`src/rtl/scan_mux_if.sv`:
```
// Channel-select bus between the lane sources and the scan multiplexer.
// Handshake: the consumer side (master) drives en/mode/sel/data_in each cycle;
// the multiplexer (slave) returns a registered sample, and valid=1 marks the
// one cycle in which data_out/ch_out carry a fresh sample.
// wrap pulses for one cycle with the first channel-0 sample of a new scan lap.
interface scan_mux_if #(
    parameter int N_CH  = 4,
    parameter int WIDTH = 1
);
    localparam int SELW = $clog2(N_CH);

    logic                  en;
    logic                  mode;
    logic [SELW-1:0]       sel;
    logic [N_CH*WIDTH-1:0] data_in;
    logic [WIDTH-1:0]      data_out;
    logic [SELW-1:0]       ch_out;
    logic                  valid;
    logic                  wrap;

    modport master (
        output en, mode, sel, data_in,
        input  data_out, ch_out, valid, wrap
    );

    modport slave (
        input  en, mode, sel, data_in,
        output data_out, ch_out, valid, wrap
    );
endinterface

```
`src/rtl/scan_mux_seq.sv`:
```
// Registered N-channel multiplexer with manual select and an auto-scan mode
// that holds each channel for DWELL cycles before stepping to the next one.
// fsm_state exposes the controller state (0=IDLE, 1=MANUAL, 2=SCAN).
module scan_mux_seq #(
    parameter  int N_CH  = 4,
    parameter  int WIDTH = 1,
    parameter  int DWELL = 4,
    localparam int SELW  = $clog2(N_CH)
) (
    input  logic       clk,
    input  logic       rst_n,
    scan_mux_if.slave  bus,
    output logic [1:0] fsm_state
);
    localparam int              CNTW     = $clog2(DWELL + 1);
    localparam logic [SELW-1:0] LAST_CH  = SELW'(N_CH - 1);
    localparam logic [CNTW-1:0] CNT_LAST = CNTW'(DWELL - 1);

    typedef enum logic [1:0] {
        IDLE   = 2'd0,
        MANUAL = 2'd1,
        SCAN   = 2'd2
    } state_t;

    state_t          state_q, state_d;
    logic [SELW-1:0] ptr_q, ptr_d;
    logic [CNTW-1:0] cnt_q, cnt_d;
    // Remembers that the last active state was SCAN, so a freeze in IDLE
    // resumes the scan instead of reloading the start channel.
    logic            armed_q, armed_d;

    logic [WIDTH-1:0] data_d;
    logic [SELW-1:0]  ch_d;
    logic             valid_d, wrap_d;

    logic             sel_ok;
    logic             resume;
    logic [SELW-1:0]  start_ptr;
    logic [SELW-1:0]  step_ptr;
    logic [CNTW-1:0]  step_cnt;
    logic             step_wrap;

    function automatic logic [WIDTH-1:0] pick(input logic [N_CH*WIDTH-1:0] lanes,
                                              input logic [SELW-1:0]       idx);
        pick = '0;
        for (int k = 0; k < N_CH; k++) begin
            if (idx == SELW'(k)) pick = lanes[k*WIDTH +: WIDTH];
        end
    endfunction

    assign fsm_state = state_q;

    // Scan stepping: next pointer/dwell count and wrap detection.
    always_comb begin
        sel_ok    = (int'(bus.sel) < N_CH);
        start_ptr = sel_ok ? bus.sel : '0;
        resume    = (state_q == SCAN) || ((state_q == IDLE) && armed_q);
        step_ptr  = ptr_q;
        step_cnt  = cnt_q + CNTW'(1);
        step_wrap = 1'b0;
        if (cnt_q == CNT_LAST) begin
            step_cnt = '0;
            if (ptr_q == LAST_CH) begin
                step_ptr  = '0;
                step_wrap = 1'b1;
            end else begin
                step_ptr = ptr_q + SELW'(1);
            end
        end
    end

    // Next-state and next-output decode; a disabled block holds everything.
    always_comb begin
        state_d = state_q;
        ptr_d   = ptr_q;
        cnt_d   = cnt_q;
        armed_d = armed_q;
        data_d  = bus.data_out;
        ch_d    = bus.ch_out;
        valid_d = 1'b0;
        wrap_d  = 1'b0;
        if (!bus.en) begin
            state_d = IDLE;
        end else if (!bus.mode) begin
            state_d = MANUAL;
            armed_d = 1'b0;
            ch_d    = bus.sel;
            data_d  = sel_ok ? pick(bus.data_in, bus.sel) : '0;
            valid_d = sel_ok;
        end else begin
            state_d = SCAN;
            armed_d = 1'b1;
            valid_d = 1'b1;
            if (resume) begin
                ptr_d  = step_ptr;
                cnt_d  = step_cnt;
                ch_d   = step_ptr;
                data_d = pick(bus.data_in, step_ptr);
                wrap_d = step_wrap;
            end else begin
                ptr_d  = start_ptr;
                cnt_d  = '0;
                ch_d   = start_ptr;
                data_d = pick(bus.data_in, start_ptr);
            end
        end
    end

    // State, pointer, dwell counter and registered outputs.
    always_ff @(posedge clk or negedge rst_n) begin
        if (!rst_n) begin
            state_q      <= IDLE;
            ptr_q        <= '0;
            cnt_q        <= '0;
            armed_q      <= 1'b0;
            bus.data_out <= '0;
            bus.ch_out   <= '0;
            bus.valid    <= 1'b0;
            bus.wrap     <= 1'b0;
        end else begin
            state_q      <= state_d;
            ptr_q        <= ptr_d;
            cnt_q        <= cnt_d;
            armed_q      <= armed_d;
            bus.data_out <= data_d;
            bus.ch_out   <= ch_d;
            bus.valid    <= valid_d;
            bus.wrap     <= wrap_d;
        end
    end
endmodule

```
`src/flat_wrapper.sv`:
```
// flat-port wrapper written by rule: the top's interface ports become plain ports
module scan_mux_seq_flat 
#(
    parameter  int N_CH  = 4,
    parameter  int WIDTH = 1,
    parameter  int DWELL = 4,
    localparam int SELW  = $clog2(N_CH)
)
  (clk, rst_n, fsm_state, bus_en, bus_mode, bus_sel, bus_data_in, bus_data_out, bus_ch_out, bus_valid, bus_wrap);
  scan_mux_if #(.N_CH(N_CH), .WIDTH(WIDTH)) bus_i ();
  input  logic clk;
  input  logic rst_n;
  output logic [1:0] fsm_state;
  input wire logic [$bits(bus_i.en)-1:0] bus_en;
  input wire logic [$bits(bus_i.mode)-1:0] bus_mode;
  input wire logic [$bits(bus_i.sel)-1:0] bus_sel;
  input wire logic [$bits(bus_i.data_in)-1:0] bus_data_in;
  output wire logic [$bits(bus_i.data_out)-1:0] bus_data_out;
  output wire logic [$bits(bus_i.ch_out)-1:0] bus_ch_out;
  output wire logic [$bits(bus_i.valid)-1:0] bus_valid;
  output wire logic [$bits(bus_i.wrap)-1:0] bus_wrap;
  assign bus_i.en = bus_en;
  assign bus_i.mode = bus_mode;
  assign bus_i.sel = bus_sel;
  assign bus_i.data_in = bus_data_in;
  assign bus_data_out = bus_i.data_out;
  assign bus_ch_out = bus_i.ch_out;
  assign bus_valid = bus_i.valid;
  assign bus_wrap = bus_i.wrap;
  scan_mux_seq #(.N_CH(N_CH), .WIDTH(WIDTH), .DWELL(DWELL)) u_core (.clk(clk), .rst_n(rst_n), .bus(bus_i), .fsm_state(fsm_state));
endmodule
```
`config.mk`:
```
export PLATFORM = sky130hd
export DESIGN_NAME = scan_mux_seq_flat
export DESIGN_NICKNAME = d
export VERILOG_FILES = /design/src/rtl/scan_mux_if.sv /design/src/rtl/scan_mux_seq.sv /design/src/flat_wrapper.sv
export SDC_FILE = /design/constraint.sdc
export NUM_CORES = 1
export LEC_CHECK = 0
export BUFFER_PORTS_ARGS = -buffer_cell sky130_fd_sc_hd__buf_2
export CAP_MARGIN = 20
export CORE_MARGIN = 10
export CORE_UTILIZATION = 44
export DETAILED_ROUTE_END_ITERATION = 12
export PLACE_DENSITY = 0.71
export REMOVE_ABC_BUFFERS = 1
export SKIP_LAST_GASP = 1
export SLEW_MARGIN = 20
export SYNTH_ARGS = -nofsm -noshare
export SYNTH_HDL_FRONTEND = slang
export SYNTH_SLANG_ARGS = --single-unit
```
`constraint.sdc`:
```
create_clock -name clk -period 1.8 [get_ports clk]
set_clock_uncertainty 0.05 [all_clocks]
set_input_delay 0.18 -clock clk [delete_from_list [all_inputs] [get_ports clk]]
set_output_delay 0.18 -clock clk [all_outputs]
set_load 0.01 [all_outputs]
```
# --- Word-level counts from Yosys, hierarchy flattened ---
# Index checks and enable logic that the tools add are counted.
word_totals:
  reg_bits: 13
  inputBits: 10
  elab_cells: 50
classes:
  add_sub_neg: 2
  n_eq_ne: 9
  n_mux: 25
  n_reduce_logical: 6
op_table:
  columns: ["operator", "n"]
  rows:
  - ["$mux W1", 17]
  - ["$eq A2 B2 Y1 const B", 6]
  - ["$mux W2", 6]
  - ["$logic_not A2 Y1", 3]
  - ["$mux W3", 2]
  - ["$eq A2 B1 Y1 const B", 2]
  - ["$add A3 B1 Y3 const B", 1]
  - ["$eq A3 B2 Y1 const B", 1]
  - ["$add A2 B1 Y2 const B", 1]
  - ["$reduce_and A2 Y1", 1]
  - ["$logic_and A1 B1 Y1", 1]
  - ["$logic_or A1 B1 Y1", 1]

# --- Depth between registers and ports, before layout ---
# Gate-level depths: netlist of run 1.
logic_depth:
  ltp_word: 10
  mapped_depth: 6
  depth_no_buf: 6

# --- Least setup slack after synthesis of run 1 ---
# OpenSTA, ideal clock, no wires.
synth_path:
  path_kind: "reg-to-reg"
  start: "register u_core.ptr_q[0]"
  end: "register u_core.bus.data_out"
  setup_time_ns: 0.141
  t_arrival_ns: 1.766
  t_required_ns: 1.609
  path_slack_ns: -0.157
  stages_incl_launch_ff: 7
  n_path_buf: 0
  synth_period_minus_slack_ns: 1.957
  cell_sequence: "dfrtp_1 ha_1 nor3b_2 mux2i_2 mux2_4 a2111oi_1 o22ai_1"
synth_between:
  elab_chain_cells: 10
  elab_cells_between_ends: 14
  classes_between: "add/sub (1); eq/ne (4); mux (8); reduce/logical (1)"
synth_rtl:
  columns: ["item", "line_no", "source"]
  rows:
  - ["start: declaration", "scan_mux_seq.sv:26", "logic [SELW-1:0] ptr_q, ptr_d;"]
  - ["start signal: assignment", "scan_mux_seq.sv:122", "ptr_q <= ptr_d;"]
  - ["$add A2 B1 Y2 or $eq A2 B2 Y1 (tied branches)", "scan_mux_seq.sv:67, scan_mux_seq.sv:63", null]
  - ["$mux W2", "scan_mux_seq.sv:63", "if (ptr_q == LAST_CH) begin"]
  - ["$mux W2 *", "scan_mux_seq.sv:61", "if (cnt_q == CNT_LAST) begin"]
  - ["$logic_not A2 Y1", "scan_mux_seq.sv:47", "if (idx == SELW'(k)) pick = lanes[k*WIDTH +: WIDTH];"]
  - ["$mux W1 (3 in a row)", "scan_mux_seq.sv:47", null]
  - ["$mux W1 *", "scan_mux_seq.sv:47", null]
  - ["$mux W1 *", "scan_mux_seq.sv:94", "if (resume) begin"]
  - ["$mux W1 *", "scan_mux_seq.sv:84", "end else if (!bus.mode) begin"]
  - ["end signal: assignment", "scan_mux_seq.sv:125", "bus.data_out <= data_d;"]
  - ["end: declaration", "scan_mux_if.sv:28", "output data_out, ch_out, valid, wrap"]
# Every way passes the cells marked *; elsewhere a longest branch is shown, timed or not.
# A chain may end at the register's enable or synchronous reset.

# --- Worst setup path in the final report of run 1 ---
layout_path:
  start: "register u_core.cnt_q[0]"
  end: "register u_core.bus.data_out"
layout_between:
  elab_chain_cells: 9
  elab_cells_between_ends: 12
  classes_between: "eq/ne (4); mux (7); reduce/logical (1)"
layout_rtl:
  columns: ["item", "line_no", "source"]
  rows:
  - ["start: declaration", "scan_mux_seq.sv:27", "logic [CNTW-1:0] cnt_q, cnt_d;"]
  - ["start signal: assignment", "scan_mux_seq.sv:123", "cnt_q <= cnt_d;"]
  - ["$eq A3 B2 Y1 *", "scan_mux_seq.sv:61", null]
  - ["$mux W2 *", "scan_mux_seq.sv:61", null]
  - ["$logic_not A2 Y1", "scan_mux_seq.sv:47", null]
  - ["$mux W1 (3 in a row)", "scan_mux_seq.sv:47", null]
  - ["$mux W1 *", "scan_mux_seq.sv:47", null]
  - ["$mux W1 *", "scan_mux_seq.sv:94", null]
  - ["$mux W1 *", "scan_mux_seq.sv:84", null]
# Marked as above.

==> metrics.md, run 1 <==
| Metric | Value |
|---|---|
| CTS Buffer Depth | 2 |
| Netlist cell types | 28 |
| Die Area | 0.00347 sq mm |
| Worst EP required | 1.91 ns |
| Fmax achieved | 541 MHz |
| TritonCTS Buffers | 3 |
| Leak | 0.446 nW |
| Worst-margin pin slew | 0.505 ns |
| Commonest non-fill, non-tap cells in the layout | buf_2 (16), dfrtp_1 (13), buf_4 (9), nand2_1 (8) |
| Max VDD drop | 0.000390 V |
| Max-cap violations | 0 |
| Vias | 580 |
| Final setup violation count | 1 |
| Via/cell ratio | 5.37 |
| Reg clk slew, reported paths | 0.08 ns |
| WL/cell | 15.4 microns |
| Gr ovfl total | 0 |
| ANT cells | 0 |
| Worst hold slack | 0.0361 ns |
| Crit. End Element | register |
| Final Cycle Share | 1.03 |
| Normalized max-slew margin | 0.664 |
| Initial antenna violation count | 0 |
| Half-perimeter wire length after placement | 1.20 mm |
| Status | finished with violations |
| DR iter-0 viols | 14 |
| Last element of the critical path | u_core.bus.data_out |
| Nets@finish | 106 |
| Power per cell area | 848 mW/mm^2 |
| Core area | 0.00137 sq mm |
| Setup TNS | -0.0482 ns |
| Reg-to-reg critical path startpoint | u_core.cnt_q[0] |
| Clk Tree Root Cell | clkbuf_4 |
| Placer Congestion | 0.801 |
| IO Count | 17 |
| Most common cell after layout, fill and taps aside | buf_2 |
| Mapped Cells | 65 |
| Total Wirelength | 1.66 mm |
| Final WS setup | -0.0482 ns |
| Die X-Extent | 58.9 microns |
| Kind of critical path | register to register |
| H-tree Lvls | 1 |
| Post-CTS setup buffer count | 0 |
| Initial Util | 0.487 |
| Post-layout util | 0.667 |
| Crit Path Max Fanout | 3 |
| R2R depth | 6 |
| 1st-pass router iterations | 4 |
| Hold crit path type | input port to register |
| Post-synthesis sequential area ratio | 0.489 |
| Antenna Violating Nets Remaining | 0 |
| First-pass GRT wire length | 2.96 mm |
| Layout cell share with drive strength beyond 1 | 0.430 |
| Worst hold start | bus_mode |
| Failing checks | setup timing |
| GRT Total Usage | 0.110 |
| Residual DRC | 0 |
| Max Slew Vio Count | 0 |
| Register-to-register setup slack | -0.05 ns |
| Syn Area/Cell | 10.2 sq um |
| Fin. Hold Viols | 0 |
| Pin count of the biggest net entering global routing | 14 |
| Tmin final | 1.85 ns |
| Row count | 13 |
| Area Overhead vs Synth | 36.8% |
| CP startpoint kind | register |
| Reg2reg end | u_core.bus.data_out |
| #FFs+latches synth | 13 |
| # port buffers | 16 |
| Synthesis warning total | 0 |
| CTS tree | done |
| Clock Latency Late Sink | 0.28 ns |
| Vias in the first global route | 643 |
| RSZ-0062 raised after global routing | true |
| Cell area after synthesis | 666 sq um |
| Arrival @ worst endpoint | 1.96 ns |
| Sink Count | 13 |
| Die Ht | 58.9 microns |
| CP startpoint | u_core.cnt_q[0] |
## per-stage QoR
step | cells | total power, mW | cell area, sq um | setup WS [ns]
2_1_floorplan | 63 | 0.456 | 658 | -0.157
3_3_place_gp | 103 | 0.547 | 825 | -0.147
3_5_place_dp | 103 | 0.556 | 825 | -0.188
4_1_cts | 108 | 0.772 | 911 | -0.0287
5_1_grt | 108 | 0.830 | 911 | -0.129
6_report | 108 | 0.773 | 911 | -0.0482
## sequential cells by signal (all words and copies together) (netlist names)
| signal | cells |
|---|---|
| u_core.armed_q | 1 |
| u_core.bus.ch_out | 2 |
| u_core.bus.data_out | 1 |
| u_core.bus.valid | 1 |
| u_core.bus.wrap | 1 |
| u_core.cnt_q | 3 |
| u_core.fsm_state | 2 |
| u_core.ptr_q | 2 |
## cell usage after synthesis
| cell | n | area (sq um) |
|---|---|---|
| a21o_1 | 1 | 7.51 |
| inv_2 | 1 | 3.75 |
| a21oi_1 | 3 | 15.0 |
| nor2_1 | 4 | 15.0 |
| nor3_1 | 1 | 5.00 |
| o22ai_1 | 1 | 6.26 |
| a221oi_1 | 1 | 8.76 |
| mux2i_2 | 1 | 13.8 |
| clkbuf_1 | 2 | 7.51 |
| o21a_1 | 1 | 7.51 |
| a2111oi_1 | 1 | 10.0 |
| dfrtp_1 | 13 | 325 |
| mux4_2 | 1 | 22.5 |
| nor4_1 | 1 | 6.26 |
| ha_1 | 2 | 25.0 |
| nand2_1 | 8 | 30.0 |
| mux2i_1 | 2 | 20.0 |
| o31ai_1 | 1 | 7.51 |
| o21bai_2 | 1 | 11.3 |
| o21ai_1 | 2 | 10.0 |
| nor3b_2 | 1 | 12.5 |
| nand2b_1 | 1 | 6.26 |
| inv_1 | 5 | 18.8 |
| and2b_2 | 1 | 8.76 |
| nor2b_1 | 1 | 6.26 |
| o211ai_1 | 2 | 15.0 |
| mux2_4 | 1 | 15.0 |
| o21ai_0 | 5 | 25.0 |
## critical path, stage by stage (launching register included)
cell	delay [ns]
dfrtp_1	0.43
ha_4	0.20
nor3b_4	0.15
mux2i_2	0.19
mux2_4	0.33
a2111oi_4	0.28
o22ai_1	0.10
## layer usage
layer  routed length, microns  vias to the layer above  track usage  share of wire
met5                        0                        -            0              0
met4                       22                        0       0.0557          0.013
met3                      133                        4       0.0451          0.080
met2                      823                       23        0.183           0.50
met1                      681                      267        0.115           0.41
li1                         -                      286            -              -
## worst min-delay path by stage
stage	cells past startpoint	slack [ns]	endpoint
floorplan	0	-0.17	u_core.armed_q
global placement	1	0.03	u_core.fsm_state[0]
detailed placement	1	0.03	u_core.fsm_state[0]
CTS	2	0.03	u_core.fsm_state[0]
global route	2	0.03	u_core.fsm_state[0]
finish	2	0.04	u_core.fsm_state[0]
## repair_timing
item,in CTS,in global routing
endpoints found under the hold margin,13,0
hold buffers,1,0
pin swaps,4,0
gates resized for setup,8,0
endpoints found under the setup margin,1,1
## final cells by class
class | instances | area [sq um]
fillers | 115 | 455
inverters | 6 | 22.5
repair buffers | 26 | 158
clock buffers | 4 | 26.3
multi-input cells | 44 | 360
flip-flops and latches | 13 | 325
well taps | 15 | 18.8
## power by group
part,internal [mW],switching (mW)
sequential,0.323,0.0214
clock,0.0859,0.0962
combinational,0.125,0.121
## kinds of logic (layout without fill, tap and decap cells)
family,count (synthesis),in the layout,synth area share
compound gates,19,19,0.186
fa+ha+maj,2,2,0.0376
buf+inv,8,36,0.0451
flops,13,13,0.489
mux,5,5,0.107
simple gates,18,18,0.135
(Power assumes the default switching activity.)
==> run 2: changes to the inputs <==
--- a/config.mk
+++ b/config.mk
@@ -7,7 +7,8 @@
 export LEC_CHECK = 0
 export BUFFER_PORTS_ARGS = -buffer_cell sky130_fd_sc_hd__buf_2
 export CAP_MARGIN = 20
-export CORE_MARGIN = 10
+export CORE_ASPECT_RATIO = 1.1
+export CORE_MARGIN = 3
 export CORE_UTILIZATION = 44
 export DETAILED_ROUTE_END_ITERATION = 12
 export PLACE_DENSITY = 0.71
==> run 2 against run 1 <==
Against the previous run:
- the run still ends with setup timing left
- global-route usage up 4.5 points
- hold slack worse by 0.0022 ns
- first-iteration DRC count down 7.1%
- via count down 0.86%
- critical path depth unchanged
- non-clock buffer count up 2
- largest cell class unchanged
==> metrics.md, run 2 (synthesis gave the netlist of run 1 again) <==
| Metric | Value |
|---|---|
| RSZ-0062 raised after global routing | true |
| Power per cell area | 838 mW/mm^2 |
| CTS tree | done |
| Reg clk slew, reported paths | 0.08 ns |
| Kind of critical path | register to register |
| GR Layer Usage met2 | 0.307 |
| Final setup violation count | 1 |
| Worst path top cell family by delay | multiplexers |
| Tmin final | 1.84 ns |
| Layout cell share with drive strength beyond 1 | 0.432 |
| 1st-pass router iterations | 4 |
| Failing checks | setup timing |
| Worst EP required | 1.90 ns |
| Hold crit path type | input port to register |
| Die Ht | 46.8 microns |
| Setup TNS | -0.0447 ns |
| GRT busiest layer | met2 |
| Crit Path Max Fanout | 3 |
| Clock Latency Late Sink | 0.27 ns |
| H-tree Lvls | 1 |
| Critical Path Slowest Stage Cell | dfrtp_1 |
| TritonCTS Buffers | 3 |
| Sink Count | 13 |
| CP Cell Sequence | ha_2 -> nor3b_2 -> mux2i_2 -> mux2_4 -> a2111oi_4 -> o22ai_1 |
| Die X-Extent | 43.1 microns |
| Die Area | 0.00202 sq mm |
| GRT Total Usage | 0.155 |
| Vias in the first global route | 589 |
| Final WS setup | -0.0447 ns |
| Fin. Hold Viols | 0 |
| Initial antenna violation count | 0 |
| Arrival @ worst endpoint | 1.94 ns |
| Max reg flops | 3 |
| Delay of the slowest critical-path stage | 0.39 ns |
| Worst Path Buf+Inv | 0 |
| Post-Place Setup Slack | -0.221 ns |
| Max VDD drop | 0.000468 V |
| Most common cell after layout, fill and taps aside | buf_2 |
| Register-to-register setup slack | -0.04 ns |
| Crit. End Element | register |
| CTS Buffer Depth | 2 |
| Placer Congestion | 0.838 |
| Leak | 0.455 nW |
| Antenna Violating Nets Remaining | 0 |
| IO Count | 17 |
| Normalized max-slew margin | 0.666 |
| Residual DRC | 0 |
| ANT cells | 0 |
| First-pass GRT wire length | 2.32 mm |
| FILL cells | 118 |
| Nets@finish | 108 |
| Pin count of the biggest net entering global routing | 14 |
| Vias | 575 |
| Total Wirelength | 1.46 mm |
| Commonest non-fill, non-tap cells in the layout | buf_2 (16), dfrtp_1 (13), buf_4 (11), nand2_1 (8) |
| Initial Util | 0.475 |
| GR Util met3 | 0.0383 |
| Max-cap violations | 0 |
| Met1 Use GR | 0.159 |
| Via/cell ratio | 5.18 |
| Largest Register | u_core.cnt_q |
| # port buffers | 16 |
| Core area | 0.00140 sq mm |
| Final Cycle Share | 1.02 |
| Max Slew Vio Count | 0 |
| WL/cell | 13.1 microns |
| Row count | 14 |
| Area Overhead vs Synth | 35.7% |
| Clk Tree Root Cell | clkbuf_4 |
| DR iter-0 viols | 13 |
| Half-perimeter wire length after placement | 1.09 mm |
| Worst-margin pin slew | 0.501 ns |
| Gr ovfl total | 0 |
| Fmax achieved | 542 MHz |
| Status | finished with violations |
| CP startpoint kind | register |
## run 2: worst register-to-register path, cell delays in order (launching register included)
cell and delay (ns):
dfrtp_1 0.39, ha_2 0.20, nor3b_2 0.16, mux2i_2 0.20, mux2_4 0.34, a2111oi_4 0.28
o22ai_1 0.12
## run 2: through the flow
step	utilization	instance area [sq um]	hold WS, ns	power [mW]	cells
CTS	0.642	900	0.0240	0.759	111
detailed placement	0.595	833	0.0292	0.555	105
global route	0.645	903	0.0355	0.807	111
finish	0.645	903	0.0339	0.757	111
global placement	0.595	833	0.0240	0.548	105
floorplan	-	658	-0.166	0.456	63
## run 2: worst paths after layout
| path | from | end | depth (start not counted) |
|---|---|---|---|
| max | u_core.cnt_q[1] | u_core.bus.data_out | 6 |
| min | bus_mode | u_core.fsm_state[0] | 2 |
| max reg2reg | u_core.cnt_q[1] | u_core.bus.data_out | 6 |
| min reg2reg | u_core.cnt_q[1] | u_core.cnt_q[1] | 2 |
| max in group asynchronous | rst_n | u_core.bus.wrap | 2 |
| min in group asynchronous | rst_n | u_core.bus.ch_out[1] | 2 |
## run 2: layout make-up
| class | count | area (sq um) | area share |
|---|---|---|---|
| clock buffer | 4 | 26.3 | 0.0291 |
| inverter | 6 | 22.5 | 0.0249 |
| multi-input combinational | 44 | 337 | 0.373 |
| sequential | 13 | 325 | 0.360 |
| tap | 16 | 20.0 | 0.0222 |
| timing repair buffer | 28 | 173 | 0.191 |
## run 2: what timing repair did
item                                    CTS  global route
gates resized for setup                   4             1
buffers inserted                          1             0
endpoints found under the setup margin    1             3
endpoints found under the hold margin    13             0
pin swaps                                 4             0
hold buffers                              1             0
## run 2: layer usage
metal | vias up | share of wire
met5 | - | 0
met1 | 271 | 0.39
li1 | 287 | -
met4 | 0 | 0.0055
met3 | 2 | 0.053
met2 | 15 | 0.55
## run 2: power by group
| part | internal (mW) | switching (mW) |
|---|---|---|
| combinational | 0.124 | 0.117 |
| clock | 0.0857 | 0.0912 |
| sequential | 0.323 | 0.0161 |
| total | 0.533 | 0.224 |
==> run 3: changes to the inputs <==
--- a/config.mk
+++ b/config.mk
@@ -7,12 +7,12 @@
 export LEC_CHECK = 0
 export BUFFER_PORTS_ARGS = -buffer_cell sky130_fd_sc_hd__buf_2
 export CAP_MARGIN = 20
-export CORE_ASPECT_RATIO = 1.1
-export CORE_MARGIN = 3
-export CORE_UTILIZATION = 44
+export CORE_AREA = 3 3 40 42
 export DETAILED_ROUTE_END_ITERATION = 12
-export PLACE_DENSITY = 0.71
+export DIE_AREA = 0 0 43 45
+export PLACE_DENSITY = 0.76
 export REMOVE_ABC_BUFFERS = 1
+export SKIP_CTS_REPAIR_TIMING = 1
 export SKIP_LAST_GASP = 1
 export SLEW_MARGIN = 20
 export SYNTH_ARGS = -nofsm -noshare
==> constraint.sdc (replaced) <==
create_clock -name clk -period 2.35 [get_ports clk]
set_clock_uncertainty 0.05 [all_clocks]
set_input_delay 0.235 -clock clk [delete_from_list [all_inputs] [get_ports clk]]
set_output_delay 0.235 -clock clk [all_outputs]
set_load 0.01 [all_outputs]
==> run 3 against run 2 <==
Against the previous run:
- the flow now finishes without violations
- final cell count down 11%
- hold slack better by 0.063 ns
- critical path type unchanged
- fmax shrank 16%
- first-iteration DRC count is 62% lower
- largest cell class is now sequential cells
- utilization down 2.7 points
- critical path depth is the same
- non-clock buffer count decreased by 11
- combinational power shrank 49%
- cell area decreased by 12%
- via count fell by 6.6%
==> metrics.md, run 3 (synthesis gave the netlist of run 1 again) <==
| Metric | Value |
|---|---|
| CTS Buffer Depth | 2 |
| Row count | 13 |
| First-pass GRT wire length | 2.04 mm |
| Commonest non-fill, non-tap cells in the layout | buf_2 (16), dfrtp_1 (13), nand2_1 (8), inv_1 (5), o21ai_0 (5) |
| Antenna Violating Nets Remaining | 0 |
| Nets@finish | 97 |
| Clk Tree Root Cell | clkbuf_4 |
| Reg-to-reg critical path startpoint | u_core.ptr_q[0] |
| Tmin final | 2.21 ns |
| Hold path cells | 2 |
| CTS tree | done |
| WL/cell | 12.5 microns |
| CP Cell Sequence | ha_1 -> nor3b_2 -> mux2i_2 -> mux2_4 -> a2111oi_1 -> o22ai_1 |
| Register-to-register setup slack | 0.14 ns |
| Crit. End Element | register |
| Reg2reg end | u_core.bus.data_out |
| Max-cap violations | 0 |
| CP startpoint kind | register |
| Worst-margin pin slew | 0.422 ns |
| FILL cells | 111 |
| Max VDD drop | 0.000492 V |
| RSZ-0062 raised after global routing | false |
| H-tree Lvls | 1 |
| Clock share of power | 0.251 |
| Setup TNS | 0 ns |
| Worst EP required | 2.43 ns |
| 1st-pass router iterations | 4 |
| Placer Congestion | 0.784 |
| GRT Total Usage | 0.150 |
| Worst hold slack | 0.0974 ns |
| Area Overhead vs Synth | 19.2% |
| Sink Count | 13 |
| Pin count of the biggest net entering global routing | 14 |
| Leak | 0.410 nW |
| Final Cycle Share | 0.938 |
| Hold crit path type | input port to register |
| R2R depth | 6 |
| IO Count | 17 |
| Largest Register | u_core.cnt_q |
| Half-perimeter wire length after placement | 937 microns |
| ANT cells | 0 |
| Hold EP | u_core.fsm_state[0] |
| Crit Path Max Fanout | 5 |
| Core area | 0.00128 sq mm |
| Residual DRC | 0 |
| Reg power frac | 0.510 |
| Most common cell after layout, fill and taps aside | buf_2 |
| Vias | 537 |
| Worst hold start | bus_mode |
| Gr ovfl total | 0 |
| # port buffers | 16 |
| CP startpoint | u_core.ptr_q[0] |
| TritonCTS Buffers | 3 |
| Initial Util | 0.518 |
| Normalized max-slew margin | 0.719 |
| Max Slew Vio Count | 0 |
| Fin. Hold Viols | 0 |
| Die X-Extent | 43 microns |
| Initial antenna violation count | 0 |
| Switching share of power | 0.287 |
| Comb power frac | 0.239 |
| Delay of the slowest critical-path stage | 0.44 ns |
| Fmax achieved | 453 MHz |
| Psw | 149 uW |
| Status | complete, no violations |
| Via/cell ratio | 5.42 |
| Max reg flops | 3 |
| Clock Latency Late Sink | 0.27 ns |
| Layout cell share with drive strength beyond 1 | 0.310 |
| Sequential Area | 325 sq um |
| DR iter-0 viols | 5 |
| Multi-input gate area | 310 sq um |
| Die Area | 0.00194 sq mm |
| Arrival @ worst endpoint | 2.28 ns |
| Power per cell area | 655 mW/mm^2 |
| Reg clk slew, reported paths | 0.07 ns |
| Die Ht | 45 microns |
| Total Wirelength | 1.24 mm |
| Critical Path Slowest Stage Cell | dfrtp_1 |
| Vias in the first global route | 496 |
| Int Pwr | 370 uW |
| Final setup violation count | 0 |
| Kind of critical path | register to register |
run 3: cell types whose count changed in the layout (fill, tap and decap cells not counted):
cell	delta
a2111oi_4	-1
a2111oi_1	+1
buf_4	-11
ha_2	-2
ha_1	+2
mux2i_1	+1
mux2i_2	-1
run 3: cell type report:
cell class / count / share of cell area
flip-flops and latches: 13 / 0.410
multi-input cells: 44 / 0.391
repair buffers: 17 / 0.114
clock buffers: 4 / 0.0331
inverters: 6 / 0.0284
well taps: 15 / 0.0237
run 3: power groups by stage:
stage	combinational (mW)	clock [mW]	sequential [mW]
4_1_cts	0.123	0.137	0.265
3_5_place_dp	0.123	0	0.269
3_3_place_gp	0.119	0	0.268
2_1_floorplan	0.0773	0	0.272
6_report	0.124	0.130	0.265
5_1_grt	0.141	0.156	0.268
run 3: through the flow:
stage | instances | power (mW) | util | cell area [sq um] | worst slack [ns]
2_1_floorplan | 63 | 0.349 | - | 658 | 0.393
3_3_place_gp | 94 | 0.387 | 0.589 | 757 | 0.323
3_5_place_dp | 94 | 0.392 | 0.589 | 757 | 0.248
4_1_cts | 98 | 0.525 | 0.610 | 783 | 0.220
5_1_grt | 99 | 0.565 | 0.617 | 793 | 0.0262
6_report | 99 | 0.519 | 0.617 | 793 | 0.145
run 3: layer usage:
layer  vias up  global-route usage  routed length (microns)
met5         -                   0                        0
li1        272                   -                        -
met1       238               0.158                      508
met3         6              0.0757                      110
met4         0              0.0361                       20
met2        21               0.269                      599
run 3: worst max-delay path: cells and delay by family, from the launching register on:
family          cells  cell delay (ns)
compound gates      2             0.60
mux                 2             0.45
flops               1             0.44
simple gates        1             0.27
fa+ha+maj           1             0.26
run 3: worst max-delay path by stage:
stage / cells past startpoint / endpoint
3_5_place_dp: 6 / u_core.bus.data_out
2_1_floorplan: 6 / u_core.bus.data_out
5_1_grt: 6 / u_core.bus.data_out
4_1_cts: 6 / u_core.bus.data_out
3_3_place_gp: 6 / u_core.bus.data_out
6_report: 6 / u_core.bus.data_out
